File: src/rtl/mem_lsu_pkg.sv
// mem_lsu_pkg: definitions shared by the memory-stage load/store unit.
//   - Datapath widths (XLEN, REG_IDX_WIDTH)
//   - LOAD/STORE opcodes and funct3 access-size codes
//   - Two-bit FSM state encoding
//   - Helpers that build store byte enables and lane-replicated store data
package mem_lsu_pkg;

   localparam int unsigned XLEN          = 32;
   localparam int unsigned REG_IDX_WIDTH = 5;

   localparam logic [6:0] OPC_LOAD  = 7'b0000011;
   localparam logic [6:0] OPC_STORE = 7'b0100011;

   localparam logic [2:0] F3_B  = 3'b000;
   localparam logic [2:0] F3_H  = 3'b001;
   localparam logic [2:0] F3_W  = 3'b010;
   localparam logic [2:0] F3_BU = 3'b100;
   localparam logic [2:0] F3_HU = 3'b101;

   typedef enum logic [1:0] {
      ST_IDLE = 2'd0,
      ST_REQ  = 2'd1,
      ST_RSP  = 2'd2
   } lsu_state_e;

   // Byte enables for a store of size f3_lo (funct3[1:0]) at byte offset addr_lo.
   function automatic logic [3:0] store_be(input logic [1:0] f3_lo, input logic [1:0] addr_lo);
      logic [3:0] base;
      case (f3_lo)
         2'b00:   base = 4'b0001;
         2'b01:   base = 4'b0011;
         default: base = 4'b1111;
      endcase
      return base << addr_lo;
   endfunction

   // Replicating the datum across the word puts it in every lane, so the
   // byte enables alone pick the destination bytes.
   function automatic logic [XLEN-1:0] store_data(input logic [1:0] f3_lo, input logic [XLEN-1:0] data);
      case (f3_lo)
         2'b00:   return {4{data[7:0]}};
         2'b01:   return {2{data[15:0]}};
         default: return data;
      endcase
   endfunction

endpackage

File: src/rtl/dff.sv
// dff: generic enabled register with synchronous active-high reset to zero.
//   clk_i  clock          rst_i  synchronous reset (clears q_o)
//   en_i   load enable    d_i    next value         q_o  registered value
module dff #(
   parameter int unsigned W = 1
) (
   input  logic         clk_i,
   input  logic         rst_i,
   input  logic         en_i,
   input  logic [W-1:0] d_i,
   output logic [W-1:0] q_o
);

   always_ff @(posedge clk_i) begin
      if (rst_i) begin
         q_o <= '0;
      end else if (en_i) begin
         q_o <= d_i;
      end
   end

endmodule

File: src/rtl/mem_load_ext.sv
// mem_load_ext: combinational load lane select and extension.
//   addr_lo_i  byte offset of the load within the bus word
//   funct3_i   load size/sign code (B, H, W, BU, HU)
//   rdata_i    raw bus word
//   data_o     selected lane, sign- or zero-extended to XLEN
module mem_load_ext
   import mem_lsu_pkg::*;
(
   input  logic [1:0]      addr_lo_i,
   input  logic [2:0]      funct3_i,
   input  logic [XLEN-1:0] rdata_i,
   output logic [XLEN-1:0] data_o
);

   logic [7:0]  byte_sel;
   logic [15:0] half_sel;

   always_comb begin
      case (addr_lo_i)
         2'd0:    byte_sel = rdata_i[7:0];
         2'd1:    byte_sel = rdata_i[15:8];
         2'd2:    byte_sel = rdata_i[23:16];
         default: byte_sel = rdata_i[31:24];
      endcase
      half_sel = addr_lo_i[1] ? rdata_i[31:16] : rdata_i[15:0];

      case (funct3_i)
         F3_B:    data_o = {{(XLEN-8){byte_sel[7]}}, byte_sel};
         F3_H:    data_o = {{(XLEN-16){half_sel[15]}}, half_sel};
         F3_BU:   data_o = {{(XLEN-8){1'b0}}, byte_sel};
         F3_HU:   data_o = {{(XLEN-16){1'b0}}, half_sel};
         default: data_o = rdata_i;
      endcase
   end

endmodule

File: src/rtl/mem_lsu.sv
// mem_lsu: memory-stage load/store unit.
// Decodes loads/stores from the EX/MEM instruction, runs a valid/ready request
// plus response-valid transaction on the data bus, stalls upstream until the
// access completes, and registers the MEM/WB result (also the ID forwarding source).
//   clk, rst                         clock, synchronous active-high reset
//   mem_pc_i, mem_instr_i            PC / instruction from EX/MEM
//   mem_alu_res_i                    effective address
//   mem_rs2_rdata_i                  store data
//   mem_rd_idx/en/wdata_i            EX-produced writeback
//   dbus_req_valid/ready, addr, we, be, wdata   request channel
//   dbus_rsp_valid_i, dbus_rsp_rdata_i          load response
//   mem_stall_o                      holds EX/MEM and upstream stages
//   mem_wb_pc/instr/rd_idx/rd_en/rd_wdata_o     registered MEM/WB outputs
//   mem_misalign_o                   registered misaligned-access flag
module mem_lsu
   import mem_lsu_pkg::*;
(
   input  logic                     clk,
   input  logic                     rst,
   input  logic [31:0]              mem_pc_i,
   input  logic [31:0]              mem_instr_i,
   input  logic [XLEN-1:0]          mem_alu_res_i,
   input  logic [XLEN-1:0]          mem_rs2_rdata_i,
   input  logic [REG_IDX_WIDTH-1:0] mem_rd_idx_i,
   input  logic                     mem_rd_en_i,
   input  logic [XLEN-1:0]          mem_rd_wdata_i,
   output logic                     dbus_req_valid_o,
   input  logic                     dbus_req_ready_i,
   output logic [XLEN-1:0]          dbus_req_addr_o,
   output logic                     dbus_req_we_o,
   output logic [3:0]               dbus_req_be_o,
   output logic [XLEN-1:0]          dbus_req_wdata_o,
   input  logic                     dbus_rsp_valid_i,
   input  logic [XLEN-1:0]          dbus_rsp_rdata_i,
   output logic                     mem_stall_o,
   output logic [31:0]              mem_wb_pc_o,
   output logic [31:0]              mem_wb_instr_o,
   output logic [REG_IDX_WIDTH-1:0] mem_wb_rd_idx_o,
   output logic                     mem_wb_rd_en_o,
   output logic [XLEN-1:0]          mem_wb_rd_wdata_o,
   output logic                     mem_misalign_o
);

   // ---------------- decode ----------------
   logic [6:0] opcode;
   logic [2:0] funct3;
   logic [1:0] addr_lo;
   logic       is_load, is_store, f3_ok, misalign, bus_op, fault;

   assign opcode   = mem_instr_i[6:0];
   assign funct3   = mem_instr_i[14:12];
   assign addr_lo  = mem_alu_res_i[1:0];
   assign is_load  = (opcode == OPC_LOAD);
   assign is_store = (opcode == OPC_STORE);

   always_comb begin
      f3_ok = 1'b0;
      if (is_load) begin
         f3_ok = (funct3 == F3_B) || (funct3 == F3_H) || (funct3 == F3_W) ||
                 (funct3 == F3_BU) || (funct3 == F3_HU);
      end else if (is_store) begin
         f3_ok = (funct3 == F3_B) || (funct3 == F3_H) || (funct3 == F3_W);
      end
   end

   // funct3[1:0] is the access size for both signed and unsigned loads.
   assign misalign = f3_ok && (((funct3[1:0] == 2'b01) && addr_lo[0]) ||
                               ((funct3[1:0] == 2'b10) && (addr_lo != 2'b00)));
   assign bus_op   = f3_ok && !misalign;
   // Faulting mem ops (misaligned or unsupported size) skip the bus and retire in one cycle.
   assign fault    = (is_load || is_store) && !bus_op;

   // ---------------- bus FSM ----------------
   lsu_state_e state_q, state_d;
   logic       req_valid, done, stall;

   always_ff @(posedge clk) begin
      if (rst) begin
         state_q <= ST_IDLE;
      end else begin
         state_q <= state_d;
      end
   end

   always_comb begin
      state_d   = state_q;
      req_valid = 1'b0;
      done      = 1'b0;
      case (state_q)
         ST_IDLE: begin
            if (bus_op) state_d = ST_REQ;
         end
         ST_REQ: begin
            req_valid = 1'b1;
            if (dbus_req_ready_i) begin
               if (is_store) begin
                  done    = 1'b1;
                  state_d = ST_IDLE;
               end else begin
                  state_d = ST_RSP;
               end
            end
         end
         ST_RSP: begin
            // Responses arriving in any other state are simply never looked at.
            if (dbus_rsp_valid_i) begin
               done    = 1'b1;
               state_d = ST_IDLE;
            end
         end
         default: state_d = ST_IDLE;
      endcase
   end

   assign stall = bus_op && !done;

   // Request fields come straight from EX/MEM, which the stall keeps stable
   // for the whole REQ phase; they are zeroed whenever no request is offered.
   logic req_out;
   assign req_out          = req_valid && !rst;
   assign dbus_req_valid_o = req_out;
   assign dbus_req_addr_o  = req_out ? {mem_alu_res_i[XLEN-1:2], 2'b00} : '0;
   assign dbus_req_we_o    = req_out && is_store;
   assign dbus_req_be_o    = req_out ? store_be(funct3[1:0], addr_lo) : 4'b0000;
   assign dbus_req_wdata_o = (req_out && is_store) ? store_data(funct3[1:0], mem_rs2_rdata_i) : '0;
   assign mem_stall_o      = stall && !rst;

   // ---------------- load extension ----------------
   logic [XLEN-1:0] load_data;

   mem_load_ext u_load_ext (
      .addr_lo_i (addr_lo),
      .funct3_i  (funct3),
      .rdata_i   (dbus_rsp_rdata_i),
      .data_o    (load_data)
   );

   // ---------------- MEM/WB registers ----------------
   // While stalled, a bubble is loaded: rd_en/misalign cleared, the rest held.
   logic                     wb_en;
   logic                     rd_en_d, misalign_d;
   logic [XLEN-1:0]          rd_wdata_d;

   assign wb_en      = !stall;
   assign rd_en_d    = stall ? 1'b0 :
                       fault ? 1'b0 :
                       bus_op ? (is_load && mem_rd_en_i) : mem_rd_en_i;
   assign misalign_d = !stall && misalign;
   assign rd_wdata_d = (bus_op && is_load) ? load_data : mem_rd_wdata_i;

   dff #(.W(32)) u_wb_pc (
      .clk_i(clk), .rst_i(rst), .en_i(wb_en), .d_i(mem_pc_i), .q_o(mem_wb_pc_o)
   );
   dff #(.W(32)) u_wb_instr (
      .clk_i(clk), .rst_i(rst), .en_i(wb_en), .d_i(mem_instr_i), .q_o(mem_wb_instr_o)
   );
   dff #(.W(REG_IDX_WIDTH)) u_wb_rd_idx (
      .clk_i(clk), .rst_i(rst), .en_i(wb_en), .d_i(mem_rd_idx_i), .q_o(mem_wb_rd_idx_o)
   );
   dff #(.W(XLEN)) u_wb_rd_wdata (
      .clk_i(clk), .rst_i(rst), .en_i(wb_en), .d_i(rd_wdata_d), .q_o(mem_wb_rd_wdata_o)
   );
   dff #(.W(1)) u_wb_rd_en (
      .clk_i(clk), .rst_i(rst), .en_i(1'b1), .d_i(rd_en_d), .q_o(mem_wb_rd_en_o)
   );
   dff #(.W(1)) u_wb_misalign (
      .clk_i(clk), .rst_i(rst), .en_i(1'b1), .d_i(misalign_d), .q_o(mem_misalign_o)
   );

endmodule

File: config.mk
export PLATFORM = sky130hd
export DESIGN_NAME = mem_lsu
export DESIGN_NICKNAME = d
export VERILOG_FILES = /design/src/rtl/mem_lsu_pkg.sv /design/src/rtl/dff.sv /design/src/rtl/mem_load_ext.sv /design/src/rtl/mem_lsu.sv
export SDC_FILE = /design/constraint.sdc
export NUM_CORES = 1
export LEC_CHECK = 0
export CAP_MARGIN = 20
export CORE_AREA = 2 2 145 147
export DETAILED_ROUTE_END_ITERATION = 12
export DIE_AREA = 0 0 147 149
export HOLD_SLACK_MARGIN = 0.05
export PLACE_DENSITY = 0.67
export SETUP_SLACK_MARGIN = 0.4
export SYNTH_ARGS = -nofsm -noshare
export SYNTH_HDL_FRONTEND = slang
export SYNTH_HIERARCHICAL = 1
export SYNTH_SLANG_ARGS = --single-unit
File: constraint.sdc
create_clock -name clk -period 2.2 [get_ports clk]
set_input_delay 0.44 -clock clk [delete_from_list [all_inputs] [get_ports clk]]
set_output_delay 0.44 -clock clk [all_outputs]
set_load 0.01 [all_outputs]
==> summary.txt, run 1 <==
Outcome
  – Status: finished with violations
  – Failing checks: setup timing

Global route
  – First-pass GRT wire length: between 30 and 40 mm
  – Met3 global-route usage: between 4 and 5%
  – Initial antenna violation count: 0
  – Met2 GRT Util: between 40 and 50%
  – Met1 global-route usage: between 20% and 30%
  – Aggregate global routing overflow: 0
  – Via count of the first global-routing pass: approximately 6.6k
  – Gr usage total: about 22%
  – Largest net degree at the start of global routing: 55
  – Most used routing layer: met2

STA
  – Final setup fails: 4
  – TNS Setup: -0.04014 ns
  – Period utilisation layout: 100.6%
  – Slew headroom: 59.41%
  – Min Tclk post-route: roughly 2.2 ns
  – Final hold vios: 0
  – Highest clock rate: 451.7 MHz
  – Slew Limit Fails: 0
  – RSZ-0062 raised after global routing: yes
  – Fin Clk Skew: between 0.01 and 0.015 ns
  – Slew @ Worst Pin: just over 0.6 ns
  – Final worst slack: -0.01372 ns

Pwr
  – Worst vdd ir: about 0.31 mV
  – Sw frac: 27.69%
  – Combinational cell fraction of total power: between 20% and 30%
  – Total Power: around 5 mW
  – Clock share of power: roughly 33%
  – Pleak: around 6 nW
  – Share of power burned in registers: 40.9%
  – P per Cell Area: between 400 and 500 nW/um^2
  – Int Pwr: approximately 3.6 mW
  – NetSw: approximately 1.4 mW

Clocking
  – Hold_buf cts: 0
  – CTS Buf Count: 9
  – Worst-path clk slew: about 0.080 ns
  – H-Tree Level Count: 3
  – Clock latency on the worst-skew pair: approximately 0.36 ns
  – CTS tree: built
  – Clock root buffer: clkbuf_16
  – Longest Clk Path Bufs: 2
  – CTS sink count: between 100 and 150

Placement
  – Cells after DPL: 1345
  – GP Congestion: 0.8117
  – Dpl cell area: 10480 sq um
  – HPWL after detailed placement: ~17 mm
  – I/O Buffers: 373

Floorplan
  – # IOs: 376
  – Total die area: 21900 sq um
  – Die Span X: between 100 and 150 microns
  – Site Rows: 53
  – Core outline area: between 20000 and 25000 sq um
  – Die H: 149 microns
  – Initial Util: around 29%

Logic synthesis
  – Post-synth EDFFs: 0
  – Register bit total from synthesis: ~110
  – Post-Syn Area: around 6000 sq um
  – Post-synth cell types: 45
  – Warnings, synthesis: 6
  – Avg Cell Area, Syn: between 8 and 9 sq um
  – Sequential fraction of the synthesis area: between 30% and 40%
  – Fraction of registers with async set/reset: 0%
  – Post-synth top flop: dfxtp_1
  – Post-synthesis instance total: about 670

Worst setup path
  – Required @ worst endpoint: between 1.5 and 2 ns
  – Critical path's largest stage delay: approximately 0.30 ns
  – Crit end category: output pin
  – Delay-heaviest family, CP: simple AND/OR/NAND/NOR gates
  – Critical path type: in2out
  – Worst path slowest cell: nor4bb_4
  – CP Buf/Inv Count: 5
  – Startpoint Class: input port
  – WP data arrival: 1.77 ns
  – CP Max Fanout: 5
  – CP cell instances: buf_8 -> nor4bb_4 -> and2_4 -> nand3_4 -> buf_12 -> buf_8 -> buf_6 -> a21oi_4 -> buf_6

Final layout
  – Most frequent cells in the layout: 287 x clkdlybuf4s50_1, 119 x nor2_1, 114 x mux2i_1, 103 x dfxtp_1, 77 x buf_4
  – Nets: 1357
  – Fillers: 1784
  – Design area: roughly 12000 sq um
  – Finished Layout Cells: about 1.4k
  – Synth-to-Final Area Change: 103.0%
  – Commonest non-fill, non-tap cell in the layout: clkdlybuf4s50_1
  – Layout cells sized above 1: a little under a third
  – # diodes: 0

Detailed routing
  – Drt initial violations: 363
  – Residual DRC: 0
  – DRT Pass-1 Iters: 5
  – Post-Route WL: between 20 and 30 mm
  – Vias per inst: roughly 4.7
  – Routed Antenna Nets: 0
  – Drt wl/cell: about 18 microns
  – Routed via count: roughly 6.7k

Worst hold path
  – Hold Crit Class: in2reg

Job
  – Max_cap viols: 0
==> path summary, 6_finish.rpt <==
check             cells after the start             from  slack (ns)                   end
hold reg to reg                       2  u_wb_pc/q_o[10]        0.49       u_wb_pc/q_o[10]
setup / recovery                      9   mem_instr_i[4]       -0.01  dbus_req_wdata_o[13]
hold / removal                        3   mem_instr_i[6]        0.33     u_wb_instr/q_o[6]
setup reg to reg                     10       state_q[1]        0.09        u_wb_rd_en/q_o
==> cell families (layout without fill, tap and decap cells) <==
family          Yosys count  count (layout)  synth area share [%]
mux                     154             154                 28.30
flops                   105             105                 35.06
compound gates           75              75                 7.784
buf+inv                  60             542                 7.471
simple gates            273             274                 20.64
fa+ha+maj                 3               3                0.6261
other cells               2               4                0.1253
==> registers in the layout, indices dropped and copies added (netlist names) <==
name,flops
u_wb_rd_wdata/q_o,32
u_wb_pc/q_o,32
u_wb_rd_idx/q_o,5
u_wb_instr/q_o,32
u_wb_rd_en/q_o,1
state_q,2
u_wb_misalign/q_o,1
==> metrics by stage <==
step	setup WS (ns)	hold slack, ns	utilization, %
CTS	-0.04871	0.3071	56.84
global placement	-0.7919	0.4718	50.97
global route	-0.09957	0.3172	59.20
detailed placement	-0.8003	0.4786	50.97
floorplan	0.2199	0.5124	-
finish	-0.01372	0.3292	59.20
==> power groups by stage <==
stage,registers (mW),logic (mW),clock network (mW)
2_1_floorplan,2.14,0.371,0
3_3_place_gp,2.09,1.19,0
3_5_place_dp,2.10,1.20,0
4_1_cts,2.05,1.25,1.75
5_1_grt,2.07,1.38,1.82
6_report,2.06,1.29,1.68
==> cell usage after synthesis (8+ instances only) <==
master	n	share of area (%)
dfxtp_1	105	35
mux2i_1	120	20
o21ai_0	24	2.0
nor2b_1	21	2.2
mux2_4	30	7.5
and2_1	39	4.1
nor2_1	137	8.6
buf_6	9	1.7
clkbuf_1	28	1.8
nand2b_1	9	0.94
inv_1	8	0.50
buf_12	9	3.0
a221o_1	8	1.3
nand2_1	52	3.3
a21oi_1	18	1.5
==> layer usage <==
| layer | up-vias | wire, microns |
|---|---|---|
| met2 | 275 | 13820 |
| met1 | 3123 | 10540 |
| met5 | - | 0 |
| met3 | 25 | 1543 |
| li1 | 3245 | - |
| met4 | 0 | 497 |
==> worst min-delay path, cell delays in order <==
cell and delay [ns]:
buf_6 0.08, mux2i_1 0.06, nor2_1 0.08
==> area by class of cell <==
| type | count | area [sq um] | area share, % |
|---|---|---|---|
| clock buffers | 10 | 239.0 | 1.964 |
| clock inverters | 6 | 65.06 | 0.5346 |
| inverters | 10 | 47.55 | 0.3907 |
| multi-input cells | 510 | 3930 | 32.29 |
| flip-flops and latches | 105 | 2105 | 17.29 |
| well taps | 275 | 344.1 | 2.827 |
| repair buffers | 516 | 5440 | 44.70 |
==> timing repair <==
item | 4_1_cts | 5_1_grt
gates resized for setup | 428 | 90
cloned | 11 | 12
pin swaps | 34 | 21
setup endpoints to repair | 172 | 173
endpoints found under the hold margin | 0 | 0
setup buffers | 35 | 13
No activity file was read; power rests on OpenSTA's default activity.
==> inputs of run 2 (changes only) <==
Settings changed: ABC_AREA from default to 1, CORE_AREA 2 2 145 147 to 2 2 146 148, DIE_AREA 0 0 147 149 to 0 0 148 150, PLACE_DENSITY 0.67 to 0.69.
==> summary.txt, run 2 <==
Outcome
  – Status: completed

Final layout
  – Nets: between 1.5k and 2k
  – Most frequent cells in the layout: 363 x nand2_1, 291 x clkdlybuf4s50_1, 228 x nor2_1, 171 x inv_1, 103 x dfxtp_1
  – Synth-to-Final Area Change: 87.05%
  – Design area: 12430 sq um
  – Top Registers: u_wb_instr/q_o (32), u_wb_pc/q_o (32), u_wb_rd_wdata/q_o (32)
  – Fillers: about 1.9k
  – Layout cells sized above 1: a little under a quarter
  – Commonest non-fill, non-tap cell in the layout: nand2_1
  – Area of the multi-input gates: slightly above 4000 sq um
  – # diodes: 0
  – Util after Layout: between 60% and 70%
  – Register area: around 2100 sq um
  – Finished Layout Cells: between 1.5k and 2k

Floorplan
  – Site Rows: between 50 and 60
  – Total die area: about 22000 sq um
  – Core outline area: a little over 20000 sq um
  – # IOs: approximately 380
  – Die H: 150 microns
  – Die Span X: 148 microns
  – Initial Util: roughly 32%

Worst setup path
  – R2R depth: 13
  – CP Max Fanout: 4
  – Crit end category: output pin
  – Critical path startpoint: state_q[1]
  – Instance count on the critical path: 9
  – WP data arrival: about 1.8 ns
  – RR Startpoint: state_q[1]
  – Critical path type: reg2out
  – Startpoint Class: flip-flop
  – R2r endpoint: u_wb_instr/q_o[29]
  – Worst path slowest cell: dfxtp_2
  – Delay-heaviest family, CP: buffers and inverters
  – Critical path's largest stage delay: between 0.3 and 0.4 ns
  – End of the critical path: dbus_req_we_o
  – CP Buf/Inv Count: 6
  – Flop2flop setup slack: between 0.2 and 0.3 ns
  – CP cell instances: inv_2 -> ha_4 -> inv_4 -> nor2_4 -> buf_6 -> nand2_8 -> clkinvlp_4 -> buf_4 -> clkdlybuf4s15_2
  – Required @ worst endpoint: between 1.5 and 2 ns

Logic synthesis
  – Synth Area in Compound Gates: 5.835%
  – Synth area leader: dfxtp_1
  – Synth top cells by count: 377 x nand2_1, 307 x nor2_1, 177 x inv_1, 105 x dfxtp_1, 44 x a21oi_1
  – Register bit total from synthesis: approximately 110
  – Synth Area in Adders: less than 1%
  – Most frequent cell after synthesis: nand2_1
  – Post-synth EDFFs: 0
  – Synth Area in XOR/XNOR: 0%
  – Post-synthesis instance total: 1154
  – Area contributors post-synth: dfxtp_1 32%, nand2_1 21%, nor2_1 17%
  – Fraction of registers with async set/reset: 0%
  – Avg Cell Area, Syn: 5.761 sq um
  – Synth Area in Simple Gates: about 44%
  – Post-synth top flop: dfxtp_1
  – Warnings, synthesis: 6
  – Post-Syn Area: 6648 sq um
  – Top cell type's share of synthesized area: a little under a third
  – Post-synth cell types: 29
  – Largest family of logic cells by synthesized area: simple AND/OR/NAND/NOR gates
  – Mux cell area share after synthesis: 0%
  – Sequential fraction of the synthesis area: 31.62%

Detailed routing
  – Routed via count: just over 8k
  – DRT Pass-1 Iters: 5
  – Vias per inst: roughly 4.4
  – Post-Route WL: roughly 27 mm
  – Drt wl/cell: approximately 15 microns
  – Residual DRC: 0
  – Drt initial violations: 472
  – Routed Antenna Nets: 0

STA
  – Final worst slack: between 0.01 and 0.015 ns
  – Slew Limit Fails: 0
  – RSZ-0062 raised after global routing: yes
  – Min Tclk post-route: 2.187 ns
  – Period utilisation layout: 99.41%
  – Fin Clk Skew: ~0.012 ns
  – Final setup fails: 0
  – Highest clock rate: 457.2 MHz
  – Final hold vios: 0

Pwr
  – Worst vdd ir: ~0.3 mV
  – Pleak: about 6.5 nW
  – Total Power: 5.055 mW
  – P per Cell Area: a little over 400 nW/um^2

Placement
  – I/O Buffers: between 300 and 400
  – Cells after DPL: between 1.5k and 2k
  – Place WS: -0.6438 ns
  – GP Congestion: around 0.9
  – HPWL after detailed placement: between 15 and 20 mm
  – Dpl cell area: around 11000 sq um

Worst hold path
  – Hold Crit Class: in2reg

Clocking
  – Clock latency on the worst-skew pair: 0.37 ns
  – CTS tree: built
  – CTS sink count: ~110
  – Clock root buffer: clkbuf_16
  – H-Tree Level Count: 3
  – Longest Clk Path Bufs: 2
  – CTS Buf Count: 9
  – Worst-path clk slew: 0.08 ns

Global route
  – Initial antenna violation count: 1
  – Gr usage total: between 20% and 30%
  – Aggregate global routing overflow: 0
  – First-pass GRT wire length: approximately 40 mm
  – Via count of the first global-routing pass: just under 8k
  – Largest net degree at the start of global routing: 40

Job
  – Max_cap viols: 0
## run 2: cell types whose count changed after synthesis, moves of 30 or more
cell,before,now
nand2_1,52,377
nor2_1,137,307
inv_1,8,177
mux2i_1,120,0
and2_1,39,0
mux2_4,30,0
## run 2: worst min-delay path by stage
stage / from / end / slack, ns / depth (start not counted)
6_report: mem_instr_i[3] / u_wb_instr/q_o[3] / 0.40 / 5
5_1_grt: mem_instr_i[0] / u_wb_instr/q_o[0] / 0.42 / 5
4_1_cts: mem_instr_i[0] / u_wb_instr/q_o[0] / 0.38 / 5
3_5_place_dp: u_wb_instr/q_o[6] / u_wb_instr/q_o[6] / 0.46 / 2
3_3_place_gp: u_wb_instr/q_o[13] / u_wb_instr/q_o[13] / 0.46 / 2
2_1_floorplan: state_q[1] / state_q[1] / 0.48 / 2
## run 2: cells by family after synthesis
kind of cell / count (synthesis)
simple gates: 731
flops: 105
buf+inv: 241
other cells: 2
compound gates: 72
fa+ha+maj: 3
## run 2: worst reg2reg max path, stage by stage (launching register included)
cell,delay (ns)
dfxtp_2,0.33
inv_2,0.07
ha_4,0.14
buf_4,0.12
nand2_4,0.05
o21ai_4,0.18
nand2_4,0.07
nand3_4,0.08
buf_6,0.11
buf_12,0.14
buf_8,0.12
buf_16,0.29
nor2_1,0.09
nor2_1,0.11
## run 2: final cells by class
cell class | count | share of cell area (%)
clock inverter | 6 | 0.5031
sequential | 105 | 16.95
tap | 275 | 2.767
multi-input combinational | 812 | 32.92
inverter | 184 | 5.816
timing repair inverter | 1 | 0.06037
clock buffer | 10 | 1.841
timing repair buffer | 482 | 39.14
## run 2: stage by stage
| step | TNS [ns] | hold slack (ns) |
|---|---|---|
| 2_1_floorplan | 0 | 0.4775 |
| 3_3_place_gp | -65.90 | 0.4569 |
| 3_5_place_dp | -73.73 | 0.4611 |
| 4_1_cts | 0 | 0.3801 |
| 5_1_grt | -0.2400 | 0.4180 |
| 6_report | 0 | 0.3961 |
## run 2: report_power, final
group	leakage, nW	internal [mW]	switching (mW)
logic	5.49	0.747	0.594
clock network	0.142	0.799	0.835
registers	0.876	2.01	0.0703
## run 2: what timing repair did
item,in CTS,in global routing
gates resized for setup,473,131
pin swaps,31,51
gates cloned,6,8
hold buffers,0,0
setup buffers,27,8
hold endpoints to repair,0,0
setup endpoints to repair,171,157
## run 2: layer usage
layer / GRT usage (%) / routed length [microns]
met4: 7.667 / 803
met5: 0 / 0
met3: 4.909 / 1799
met2: 41.20 / 13800
met1: 26.87 / 10950
